File: src/rtl/ball_pkg.sv
// ball_pkg: shared constants and types for the ball motion block.
//   DIR_LEFT/DIR_RIGHT : encoding of the horizontal direction bit (i_XDir)
//   DIR_UP/DIR_DOWN    : encoding of the vertical direction bit (o_YDir)
//   ydir_state_e       : vertical bounce FSM state, encoded to match o_YDir
//   H_ACTIVE_DEF/V_ACTIVE_DEF : default visible raster size
package ball_pkg;
    localparam logic DIR_LEFT  = 1'b0;
    localparam logic DIR_RIGHT = 1'b1;
    localparam logic DIR_UP    = 1'b0;
    localparam logic DIR_DOWN  = 1'b1;

    typedef enum logic {
        YDIR_UP   = 1'b0,
        YDIR_DOWN = 1'b1
    } ydir_state_e;

    localparam int H_ACTIVE_DEF = 640;
    localparam int V_ACTIVE_DEF = 480;
endpackage

File: src/rtl/ball_motion_if.sv
// ball_motion_if: raster/direction inputs and ball outputs of ball_motion.
//   i_Col, i_Row   : raster counters from the sync generator
//   i_FrameStart   : one-cycle pulse per frame (vertical blank)
//   i_XDir         : horizontal direction from the hit detector
//   o_Ball         : registered per-pixel ball flag
//   o_BallX/o_BallY: ball left/top edge
//   o_YDir         : vertical direction (1 = down)
// Modports: master = raster/hit-detector side, slave = ball_motion.
interface ball_motion_if #(
    parameter int COL_W = 10,
    parameter int ROW_W = 10
);
    logic [COL_W-1:0] i_Col;
    logic [ROW_W-1:0] i_Row;
    logic             i_FrameStart;
    logic             i_XDir;
    logic             o_Ball;
    logic [COL_W-1:0] o_BallX;
    logic [ROW_W-1:0] o_BallY;
    logic             o_YDir;

    modport master (
        output i_Col, i_Row, i_FrameStart, i_XDir,
        input  o_Ball, o_BallX, o_BallY, o_YDir
    );

    modport slave (
        input  i_Col, i_Row, i_FrameStart, i_XDir,
        output o_Ball, o_BallX, o_BallY, o_YDir
    );
endinterface

File: src/rtl/ball_motion_frame_divider.sv
// frame_divider: turns frame pulses into a step strobe once every DIV frames.
//   i_Clk   : clock, i_Reset : synchronous active-high reset
//   i_Tick  : frame pulse
//   o_Step  : registered one-cycle strobe, high the cycle after the DIV-th tick
module frame_divider #(
    parameter int DIV = 1
) (
    input  logic i_Clk,
    input  logic i_Reset,
    input  logic i_Tick,
    output logic o_Step
);
    localparam int CW = (DIV > 1) ? $clog2(DIV) : 1;

    logic [CW-1:0] cnt_q, cnt_d;
    logic          step_q, step_d;

    always_comb begin
        cnt_d  = cnt_q;
        step_d = 1'b0;
        if (i_Tick) begin
            if (cnt_q == CW'(DIV - 1)) begin
                cnt_d  = '0;
                step_d = 1'b1;
            end else begin
                cnt_d = cnt_q + CW'(1);
            end
        end
    end

    always_ff @(posedge i_Clk) begin
        if (i_Reset) begin
            cnt_q  <= '0;
            step_q <= 1'b0;
        end else begin
            cnt_q  <= cnt_d;
            step_q <= step_d;
        end
    end

    assign o_Step = step_q;
endmodule

File: src/rtl/ball_motion.sv
// ball_motion: owns the ball position, steps it every FRAME_DIV frames,
// bounces vertically on its own, and produces the registered per-pixel ball flag.
//   i_Clk   : pixel clock, i_Reset : synchronous active-high reset
//   bus     : ball_motion_if.slave (raster counters, frame pulse, XDir in;
//             ball flag, position and YDir out)
// Build option: BALL_ROUND_EN masks the four corner pixels of the ball
// (only when BALL_SIZE >= 4); motion is unaffected.
//
// Vertical FSM:
//   state     | meaning
//   YDIR_DOWN | ball moving down, bounces up at the bottom edge
//   YDIR_UP   | ball moving up, bounces down at the top edge
module ball_motion
    import ball_pkg::*;
#(
    parameter int H_ACTIVE  = H_ACTIVE_DEF,
    parameter int V_ACTIVE  = V_ACTIVE_DEF,
    parameter int COL_W     = 10,
    parameter int ROW_W     = 10,
    parameter int BALL_SIZE = 8,
    parameter int SPEED     = 2,
    parameter int FRAME_DIV = 1,
    parameter int X_INIT    = 316,
    parameter int Y_INIT    = 236
) (
    input  logic               i_Clk,
    input  logic               i_Reset,
    ball_motion_if.slave       bus
);
    // One extra bit of headroom so sums and compares cannot overflow.
    localparam logic [COL_W:0] X_MAX = (COL_W+1)'(H_ACTIVE - BALL_SIZE);
    localparam logic [COL_W:0] SPD_X = (COL_W+1)'(SPEED);
    localparam logic [COL_W:0] SZ_X  = (COL_W+1)'(BALL_SIZE);
    localparam logic [ROW_W:0] Y_MAX = (ROW_W+1)'(V_ACTIVE - BALL_SIZE);
    localparam logic [ROW_W:0] V_Y   = (ROW_W+1)'(V_ACTIVE);
    localparam logic [ROW_W:0] SPD_Y = (ROW_W+1)'(SPEED);
    localparam logic [ROW_W:0] SZ_Y  = (ROW_W+1)'(BALL_SIZE);

    logic [COL_W-1:0] x_q, x_d;
    logic [ROW_W-1:0] y_q, y_d;
    ydir_state_e      state_q, state_d;
    logic             ball_q, ball_d;
    logic             step;

    logic [COL_W:0]   x_ext, col_ext;
    logic [ROW_W:0]   y_ext, row_ext;
    logic             in_box;

    frame_divider #(.DIV(FRAME_DIV)) u_div (
        .i_Clk   (i_Clk),
        .i_Reset (i_Reset),
        .i_Tick  (bus.i_FrameStart),
        .o_Step  (step)
    );

    assign x_ext   = {1'b0, x_q};
    assign y_ext   = {1'b0, y_q};
    assign col_ext = {1'b0, bus.i_Col};
    assign row_ext = {1'b0, bus.i_Row};

    always_comb begin
        x_d     = x_q;
        y_d     = y_q;
        state_d = state_q;
        if (step) begin
            if (bus.i_XDir == DIR_RIGHT) begin
                if (x_ext + SPD_X > X_MAX) x_d = COL_W'(X_MAX);
                else                       x_d = COL_W'(x_ext + SPD_X);
            end else begin
                if (x_ext < SPD_X) x_d = '0;
                else               x_d = COL_W'(x_ext - SPD_X);
            end

            // Landing exactly on an edge flips direction on the same step.
            case (state_q)
                YDIR_DOWN: begin
                    if (y_ext + SZ_Y + SPD_Y >= V_Y) begin
                        y_d     = ROW_W'(Y_MAX);
                        state_d = YDIR_UP;
                    end else begin
                        y_d = ROW_W'(y_ext + SPD_Y);
                    end
                end
                default: begin
                    if (y_ext <= SPD_Y) begin
                        y_d     = '0;
                        state_d = YDIR_DOWN;
                    end else begin
                        y_d = ROW_W'(y_ext - SPD_Y);
                    end
                end
            endcase
        end
    end

    always_comb begin
        in_box = (col_ext >= x_ext) && (col_ext < x_ext + SZ_X) &&
                 (row_ext >= y_ext) && (row_ext < y_ext + SZ_Y);
`ifdef BALL_ROUND_EN
        ball_d = in_box;
        if (BALL_SIZE >= 4) begin
            if ((col_ext == x_ext || col_ext == x_ext + SZ_X - 1'b1) &&
                (row_ext == y_ext || row_ext == y_ext + SZ_Y - 1'b1))
                ball_d = 1'b0;
        end
`else
        ball_d = in_box;
`endif
    end

    always_ff @(posedge i_Clk) begin
        if (i_Reset) begin
            x_q     <= COL_W'(X_INIT);
            y_q     <= ROW_W'(Y_INIT);
            state_q <= YDIR_DOWN;
            ball_q  <= 1'b0;
        end else begin
            x_q     <= x_d;
            y_q     <= y_d;
            state_q <= state_d;
            ball_q  <= ball_d;
        end
    end

    assign bus.o_Ball  = ball_q;
    assign bus.o_BallX = x_q;
    assign bus.o_BallY = y_q;
    assign bus.o_YDir  = state_q;
endmodule
File: src/flat_wrapper.sv
// flat-port wrapper written by rule: the top's interface ports become plain ports
module ball_motion_flat import ball_pkg::*;
#(
    parameter int H_ACTIVE  = H_ACTIVE_DEF,
    parameter int V_ACTIVE  = V_ACTIVE_DEF,
    parameter int COL_W     = 10,
    parameter int ROW_W     = 10,
    parameter int BALL_SIZE = 8,
    parameter int SPEED     = 2,
    parameter int FRAME_DIV = 1,
    parameter int X_INIT    = 316,
    parameter int Y_INIT    = 236
)
  (i_Clk, i_Reset, bus_i_Col, bus_i_Row, bus_i_FrameStart, bus_i_XDir, bus_o_Ball, bus_o_BallX, bus_o_BallY, bus_o_YDir);
  ball_motion_if #(.COL_W(COL_W), .ROW_W(ROW_W)) bus_i ();
  input  logic i_Clk;
  input  logic i_Reset;
  input wire logic [$bits(bus_i.i_Col)-1:0] bus_i_Col;
  input wire logic [$bits(bus_i.i_Row)-1:0] bus_i_Row;
  input wire logic [$bits(bus_i.i_FrameStart)-1:0] bus_i_FrameStart;
  input wire logic [$bits(bus_i.i_XDir)-1:0] bus_i_XDir;
  output wire logic [$bits(bus_i.o_Ball)-1:0] bus_o_Ball;
  output wire logic [$bits(bus_i.o_BallX)-1:0] bus_o_BallX;
  output wire logic [$bits(bus_i.o_BallY)-1:0] bus_o_BallY;
  output wire logic [$bits(bus_i.o_YDir)-1:0] bus_o_YDir;
  assign bus_i.i_Col = bus_i_Col;
  assign bus_i.i_Row = bus_i_Row;
  assign bus_i.i_FrameStart = bus_i_FrameStart;
  assign bus_i.i_XDir = bus_i_XDir;
  assign bus_o_Ball = bus_i.o_Ball;
  assign bus_o_BallX = bus_i.o_BallX;
  assign bus_o_BallY = bus_i.o_BallY;
  assign bus_o_YDir = bus_i.o_YDir;
  ball_motion #(.H_ACTIVE(H_ACTIVE), .V_ACTIVE(V_ACTIVE), .COL_W(COL_W), .ROW_W(ROW_W), .BALL_SIZE(BALL_SIZE), .SPEED(SPEED), .FRAME_DIV(FRAME_DIV), .X_INIT(X_INIT), .Y_INIT(Y_INIT)) u_core (.i_Clk(i_Clk), .i_Reset(i_Reset), .bus(bus_i));
endmodule
File: config.mk
export PLATFORM = sky130hd
export DESIGN_NAME = ball_motion_flat
export DESIGN_NICKNAME = d
export VERILOG_FILES = /design/src/rtl/ball_pkg.sv /design/src/rtl/ball_motion_if.sv /design/src/rtl/ball_motion_frame_divider.sv /design/src/rtl/ball_motion.sv /design/src/flat_wrapper.sv
export SDC_FILE = /design/constraint.sdc
export NUM_CORES = 1
export LEC_CHECK = 0
export CAP_MARGIN = 0
export CORE_ASPECT_RATIO = 1.2
export CORE_UTILIZATION = 45
export DETAILED_ROUTE_END_ITERATION = 10
export GPL_ROUTABILITY_DRIVEN = 1
export GPL_TIMING_DRIVEN = 0
export PLACE_DENSITY = 0.67
export SYNTH_ARGS = -nofsm -noshare
export SYNTH_HDL_FRONTEND = slang
export SYNTH_SLANG_ARGS = --single-unit
File: constraint.sdc
create_clock -name i_Clk -period 2.89 [get_ports i_Clk]
set_input_delay 0.578 -clock i_Clk [delete_from_list [all_inputs] [get_ports i_Clk]]
set_output_delay 0.578 -clock i_Clk [all_outputs]
set_load 0.05 [all_outputs]
# Word-level counts from Yosys, hierarchy flattened
# Index checks and enable logic that the tools add are counted.
# op_classes
n_addsub	8
mul	0
div	0
order_cmp	8
eq_ne	0
shift	0
muxes	11
bitwise	1
reduce_logical	4
# op_table
operator	count
2-to-1 mux 10 bit	6
adder 10 x 4 -> 11 bit (second input constant)	2
less-than comparator 10 x 11 -> 1 bit	2
>= comparator 10 bit	2
subtractor 10 x 2 -> 10 bit (second input constant)	2
adder 10 x 2 -> 11 bit (second input constant)	1
adder 11 x 2 -> 11 bit (second input constant)	1
>= comparator 11 x 9 -> 1 bit (second input constant)	1
greater-than comparator 11 x 10 -> 1 bit (second input constant)	1
adder 10 x 2 -> 10 bit (second input constant)	1
less-or-equal comparator 10 x 2 -> 1 bit (second input constant)	1
less-than comparator 10 x 2 -> 1 bit (second input constant)	1
2-to-1 mux 1 bit	5
logical AND 1 bit	3
OR reduction 2 bit	1
adder 1 bit (second input constant)	1
NOT 1 bit	1
# word_totals
ff_bits	24
latch_bits	0
mem_bits_rw	0
mem_bits_ro	0
in_bits	24
wordCells	38
memories	0

# Logic depth before layout (Yosys ltp)
# Gate-level depths: netlist of the first run.
# logic_depth
ltp_word	5
mapped_depth	12
ltp_nobuf	10

# Cells and area by module
# Synthesis of the first run repeated with hierarchy kept, for this count alone.
# unflattened
cells_unflattened	370
hier_area_um2	2747.6
# by_module_without_submodules
module	n_inst	cells_per_inst	area_per_inst_um2	seq_area_each_um2
ball_motion	1	368	2713.9	400.4
frame_divider	1	2	33.8	20.0

# Worst setup path after synthesis of the first run
# Ideal clock, no wire load.
# synth_path
path_type	reg-to-reg
start	register u_core.x_q[1] (netlist: u_core.bus.o_BallX[1])
end	register u_core.x_q[2] (netlist: u_core.bus.o_BallX[2])
setup_ns	0.125
arrival_ns	2.503
t_required_ns	2.765
slack_ns	0.262
path_stages_with_launch	10
cell_sequence	dfxtp_1 buf_2 inv_1 ha_1 nand2_1 or4_1 a221oi_2 o21ai_1 a311oi_1 a21oi_1
# synth_between
elab_chain_len	4
word_cells_on_any_way	7
cone_classes	add/sub (2); order compare (2); mux (3)
# synth_rtl
item	line_no	text
start: declaration	ball_motion.sv:39	logic [COL_W-1:0] x_q, x_d;
start signal: assignment	ball_motion.sv:113	x_q <= COL_W'(X_INIT);
adder 10 x 2 -> 11 bit	ball_motion.sv:67	if (x_ext + SPD_X > X_MAX) x_d = COL_W'(X_MAX);
greater-than comparator 11 x 10 -> 1 bit	ball_motion.sv:67	
2-to-1 mux 10 bit	ball_motion.sv:67	
2-to-1 mux 10 bit (*)	ball_motion.sv:66	if (bus.i_XDir == DIR_RIGHT) begin
# Mark *: on every way between the ends. The rest lies on a longest branch, timed or not.
# A chain may end at the register's enable or synchronous reset.

# Worst setup path after layout of the first run
# layout_path
start	register u_core.x_q[2] (netlist: u_core.bus.o_BallX[2])
end	register u_core.x_q[2] (netlist: u_core.bus.o_BallX[2])
# The elaborated chain is that of the path after synthesis.

==> out/qor.csv, run 1 <==
stage,metric,value,unit
routing,vias,2994,
synth,syn_area,2820,um^2
floorplanning,start_util,46.7,%
sta,timing.final.ws_setup,0.287,ns
global_route,grt_pass1_vias,2838,
power,power_density,286,nW/um^2
clocking,cts_made_buffers,3,
synth,yosysSeqAreaShare,14.9,%
clocking,cts_resized,0,
global_route,globalRouteTotalUtil,24.7,%
sta,hold_violations,0,
synth,synth_edf_count,0,
setup_path,cp-start-kind,flip-flop,
synth,synth_cell_type_count,72,
global_route,grt_overflow,0,
place,post-place-ws,0.323,ns
synth,async_reset_ff_share,0,%
floorplanning,die_x,74.3,um
setup_path,cp-end-kind,flip-flop,
sta,tightest_slew,0.698,ns
cells_and_area,final_util,55.8,%
power,p_leak,1.38,nW
sta,max_freq,0.384,GHz
sta,fin_crit_sh,90.1,%
sta,slew_violations,0,
synth,yosysTopAreaCellShare,18.6,%
routing,wl_per_cell,15.8,um
cells_and_area,fill_cells,612,
sta,slew-limit-headroom,53.3,%
cells_and_area,multiInputGateArea,2160,um^2
synth,yosys.area.top_type,ha_1,
synth,synth_warnings,0,
sta,tns,0,ns
place,finalWeightedCongestion,0.961,
sta,fin_crit,2.60,ns
setup_path,cp.required,3.05,ns
synth,ys_top_cells_by_area,"ha_1 (19%), dfxtp_1 (15%), o21ai_0 (5.3%)",
place,portBuffers,40,
setup_path,worstPathArrival,2.77,ns
global_route,grt_max_degree,14,
sta,rsz0062_at_grt,no,
cells_and_area,nets,488,
sta,clock_skew,0.00859,ns
global_route,grt_pass1_wl,12.9,mm
routing,firstDrtPassIters,5,
cells_and_area,drive_above_1_share,9.03,%
routing,drc,0,
clocking,clockRootBuffer,clkbuf_8,
clocking,cts.clk_slew.worst_paths,0.10,ns
place,dp_cells,499,
cells_and_area,instances_no_fill,503,
synth,ys_ff_latch,21,
cells_and_area,diodes,0,
run,cap_violations,0,
floorplanning,ios,46,
floorplanning,rows,31,
power,peakVddDrop,0.197,mV
clocking,hold_buffers,0,
place,hpwlAfterDp,6.25,mm
clocking,clock_path_buffers,2,
setup_path,cp_max_fo,9,
run_status,status,"complete, no violations",
routing,drt-initial-drc-count,177,
sta,setup_viol,0,
floorplanning,die_h,88.8,um
clocking,htreeDepth,1,
synth,syn_inst,376,
clocking,cts_tree,built,
synth,synthFlopType,dfxtp_1,
clocking,cts_setup_buffers,0,
routing,drt-total-wl,7.96,mm
floorplanning,coreArea,6050,um^2
global_route,grt_antenna_before_repair,0,
clocking,clk-insertion-delay-late,0.28,ns
cells_and_area,seqCellArea,420,um^2
clocking,clkSinkCount,21,
sta,holdWs,0.613,ns
cells_and_area,area.growth.synth_to_final,19.7,%
setup_path,path_class,reg -> reg,
min_path,min_path_type,reg -> reg,
routing,postRouteAntennaNets,0,
floorplanning,dieArea,6590,um^2
routing,viasPerCell,5.95,
synth,syn_avg_cell_area,7.51,um^2
synthesized netlist by cell type (3+ instances only):
| cell | instances |
|---|---|
| nor2_1 | 23 |
| a31oi_1 | 7 |
| buf_2 | 10 |
| and3_1 | 4 |
| o31ai_1 | 6 |
| ha_1 | 42 |
| nand2_1 | 28 |
| buf_4 | 4 |
| nor3_1 | 14 |
| clkbuf_1 | 9 |
| nand2b_1 | 6 |
| inv_1 | 28 |
| nand3_1 | 17 |
| o211ai_1 | 4 |
| nand4_1 | 7 |
| a211oi_1 | 4 |
| xnor2_1 | 13 |
| nor2b_1 | 3 |
| o21ai_0 | 30 |
| a21oi_1 | 22 |
| nor4_1 | 5 |
| a32oi_1 | 3 |
| dfxtp_1 | 21 |
| and2_1 | 3 |
sequential cells by signal, summed over array words and instances (netlist names):
name,flops
u_core.bus.o_BallX,9
u_core.u_div.o_Step,1
u_core.bus.o_YDir,1
u_core.bus.o_Ball,1
u_core.bus.o_BallY,9
layout make-up:
| class | count | area share (%) |
|---|---|---|
| sequential | 21 | 12.4 |
| clock inverter | 1 | 0.222 |
| buffer | 26 | 4.19 |
| clock buffer | 3 | 1.22 |
| tap | 82 | 3.04 |
| multi-input combinational | 302 | 63.9 |
| timing repair buffer | 40 | 11.9 |
| inverter | 28 | 3.11 |
worst paths after layout:
| check | from | to | slack [ns] | cells past startpoint |
|---|---|---|---|---|
| hold / removal | u_core.bus.o_BallX[9] | u_core.bus.o_BallX[9] | 0.61 | 2 |
| setup / recovery | u_core.bus.o_BallX[2] | u_core.bus.o_BallX[2] | 0.29 | 8 |
| setup reg to reg | u_core.bus.o_BallX[2] | u_core.bus.o_BallX[2] | 0.29 | 8 |
| hold reg to reg | u_core.bus.o_BallX[9] | u_core.bus.o_BallX[9] | 0.61 | 2 |
per-stage QoR:
step | instance area [um^2] | power [mW]
floorplan | 2830 | 0.622
global placement | 3330 | 0.747
detailed placement | 3330 | 0.753
CTS | 3380 | 0.969
global route | 3380 | 1.02
finish | 3380 | 0.968
cells in the final DEF (no fill, tap or decap), drive strengths merged, types with 6 or more instances in the layout:
cell,Yosys,routed
a31oi,8,8
nand4,7,7
nand2b,6,6
nor3,14,14
clkdlybuf4s50,0,40
nand3,19,19
ha,42,42
buf,16,16
dfxtp,21,21
nand2,29,29
nor2,23,23
a21oi,22,22
nor4,6,6
o21ai,32,32
clkbuf,10,13
xnor2,13,13
o31ai,6,6
inv,28,28
worst max-delay path, stage by stage, from the launching register on:
cell      delay (ns)
dfxtp_1         0.50
inv_1           0.14
ha_1            0.36
nand2_1         0.06
or4_1           0.44
a221oi_2        0.36
o21ai_1         0.20
a311oi_1        0.35
a21oi_1         0.06
report_power, final:
part | switching [mW] | total [mW] | internal (mW)
combinational | 0.255 | 0.426 | 0.171
sequential | 0.0208 | 0.324 | 0.303
clock | 0.120 | 0.218 | 0.0979
logic make-up after synthesis:
group,after synthesis,synth area share (%)
and+or+nand+nor,129,24.2
adders and majority gates,42,18.6
muxes,2,0.709
AOI/OAI and AO/OA,113,28.3
DFF,21,14.9
other,1,0.133
xor gates and xnor gates,14,4.34
buffers and inverters,54,8.73
per-layer routing:
layer,vias to the layer above,track usage [%],wire length (um)
met2,122,46.9,4050
met3,25,2.28,447
met1,1362,28.1,3220
met4,0,9.43,239
met5,-,0,0
li1,1485,-,-
(Power assumes the default switching activity.)
==> run 2, diff against run 1 <==
- CORE_UTILIZATION: 45 -> 30
- PLACE_DENSITY: 0.67 -> 0.48
- clock period: 2.89 -> 2.5 ns (I/O delays scaled with it)
==> run 2 against run 1 <==
Flip-flop and latch count stayed put. Via count down 1.2%. Clock skew down 0.0051 ns. Final cell count is 7.4% higher. Sequential share of layout area down 0.091 points. Non-clock buffer count fell by 1. Maximum frequency grew 8.6%. Clock power up 9.6%. Critical path depth increased by 1. Largest cell class unchanged.
==> out/qor.csv, run 2 (synthesis results as in run 1) <==
stage,metric,value,unit
setup_path,cp-start-kind,flip-flop,
setup_path,ff2ff_path_depth,9,
routing,postRouteAntennaNets,0,
setup_path,worst_path_largest_cell_delay,0.58,ns
floorplanning,coreArea,9080,um^2
routing,drt-total-wl,8.95,mm
floorplanning,dieArea,9800,um^2
place,finalWeightedCongestion,0.895,
sta,tns,0,ns
sta,max_freq,0.417,GHz
power,peakVddDrop,0.165,mV
setup_path,cp_max_fo,10,
setup_path,slowest_stage,or4b_4,
clocking,clk-insertion-delay-late,0.27,ns
setup_path,worstPathArrival,2.53,ns
floorplanning,die_x,90.6,um
place,portBuffers,40,
cells_and_area,final_util,38.7,%
clocking,cts_tree,built,
power,p_leak,1.40,nW
sta,fin_crit,2.40,ns
global_route,grt_antenna_before_repair,0,
sta,slew-limit-headroom,52.5,%
global_route,grt_max_degree,13,
sta,hold_violations,0,
floorplanning,ios,46,
cells_and_area,mostFrequentLayoutCells,"ha_1 (41), clkdlybuf4s50_1 (40), o21ai_0 (29)",
sta,setup_viol,0,
min_path,min_path_type,reg -> reg,
clocking,cts.clk_slew.worst_paths,0.09,ns
routing,route.met2.wl,4.62,mm
setup_path,cp.depth,9,
global_route,grt_pass1_wl,14.7,mm
setup_path,cp-end-kind,flip-flop,
clocking,clkSinkCount,21,
routing,highest_layer,met4,
floorplanning,start_util,31.1,%
clocking,hold_buffers,0,
routing,wl_per_cell,16.6,um
run,cap_violations,0,
sta,tightest_slew,0.706,ns
global_route,grt_overflow,0,
sta,slew_violations,0,
clocking,cts_made_buffers,3,
setup_path,critPathBufInv,2,
global_route,grt_pass1_vias,3021,
global_route,globalRouteTotalUtil,18.6,%
routing,viasPerCell,5.48,
cells_and_area,diodes,0,
place,hpwlAfterDp,6.95,mm
sta,fin_crit_sh,95.8,%
clocking,cts_setup_buffers,0,
cells_and_area,area.growth.synth_to_final,24.5,%
setup_path,path_cells,buf_4 -> inv_1 -> ha_1 -> and4b_1 -> nand2_1 -> nor3_2 -> or4b_4 -> a31oi_1 -> o21ai_0,
floorplanning,die_h,108,um
routing,met1_length,3.80,mm
min_path,whs_path_depth,2,
routing,met3_length,340,um
cells_and_area,nets,487,
routing,drc,0,
setup_path,cp.required,2.64,ns
clocking,clock_path_buffers,2,
clocking,clockRootBuffer,clkbuf_8,
clocking,htreeDepth,1,
power,power_density,322,nW/um^2
setup_path,critPathTopFamily,simple AND/OR/NAND/NOR gates,
sta,clock_skew,0.00351,ns
cells_and_area,drive_above_1_share,12.4,%
run_status,status,"complete, no violations",
setup_path,path_class,reg -> reg,
floorplanning,rows,38,
routing,vias,2957,
cells_and_area,layout_commonest_cell,ha_1,
routing,firstDrtPassIters,4,
routing,drt-initial-drc-count,97,
## run 2: cell count changes in the layout (fill, tap and decap cells not counted), sizes merged
cell / previous run / this run
buf: 16 / 15
clkinv: 0 / 1
clkinvlp: 1 / 0
## run 2: timing repair
item                                   in CTS  in global routing
endpoints found under the hold margin       0                  0
gates resized for setup                     4                 15
setup endpoints to repair                   4                 14
pin swaps                                   1                  2
## run 2: path summary, 6_finish.rpt
kind / start / end / slack (ns)
max: u_core.bus.o_BallY[3] / u_core.bus.o_BallY[8] / 0.10
min: u_core.bus.o_BallY[4] / u_core.bus.o_BallY[4] / 0.58
max reg2reg: u_core.bus.o_BallY[3] / u_core.bus.o_BallY[8] / 0.10
min reg2reg: u_core.bus.o_BallY[4] / u_core.bus.o_BallY[4] / 0.58
## run 2: tightest hold or removal path, cell delays in order, from the launching register on
cell	delay, ns
dfxtp_4	0.39
nand2_1	0.07
a221oi_1	0.08
## run 2: power breakdown
part           switching, mW  leakage (nW)  internal, mW
registers             0.0290         0.172         0.350
clock network          0.128        0.0255         0.112
logic                  0.306          1.20         0.206
## run 2: layout make-up
type	count	area [um^2]
plain buffers	25	139
clock buffers	3	41.3
clock inverters	1	5.00
fillers	1000	5570
inverters	28	105
multi-input cells	302	2240
flip-flops and latches	21	434
well taps	120	150
repair buffers	40	400
## run 2: per-stage QoR
stage	area (um^2)	instances	hold slack, ns	power [mW]	setup WS, ns
after floorplan	2830	377	0.626	0.720	0.0555
after global placement	3380	537	0.572	0.878	-0.0834
after detailed placement	3380	537	0.567	0.881	-0.0881
after CTS	3450	540	0.593	1.13	0.0414
after global routing	3510	540	0.598	1.21	-0.0182
final	3510	540	0.581	1.13	0.104
## run 2: per-layer routing
metal | global-route usage [%] | vias up
met5 | 0 | -
met1 | 21.5 | 1385
met3 | 1.62 | 13
li1 | - | 1483
met2 | 35.5 | 76
met4 | 6.91 | 0
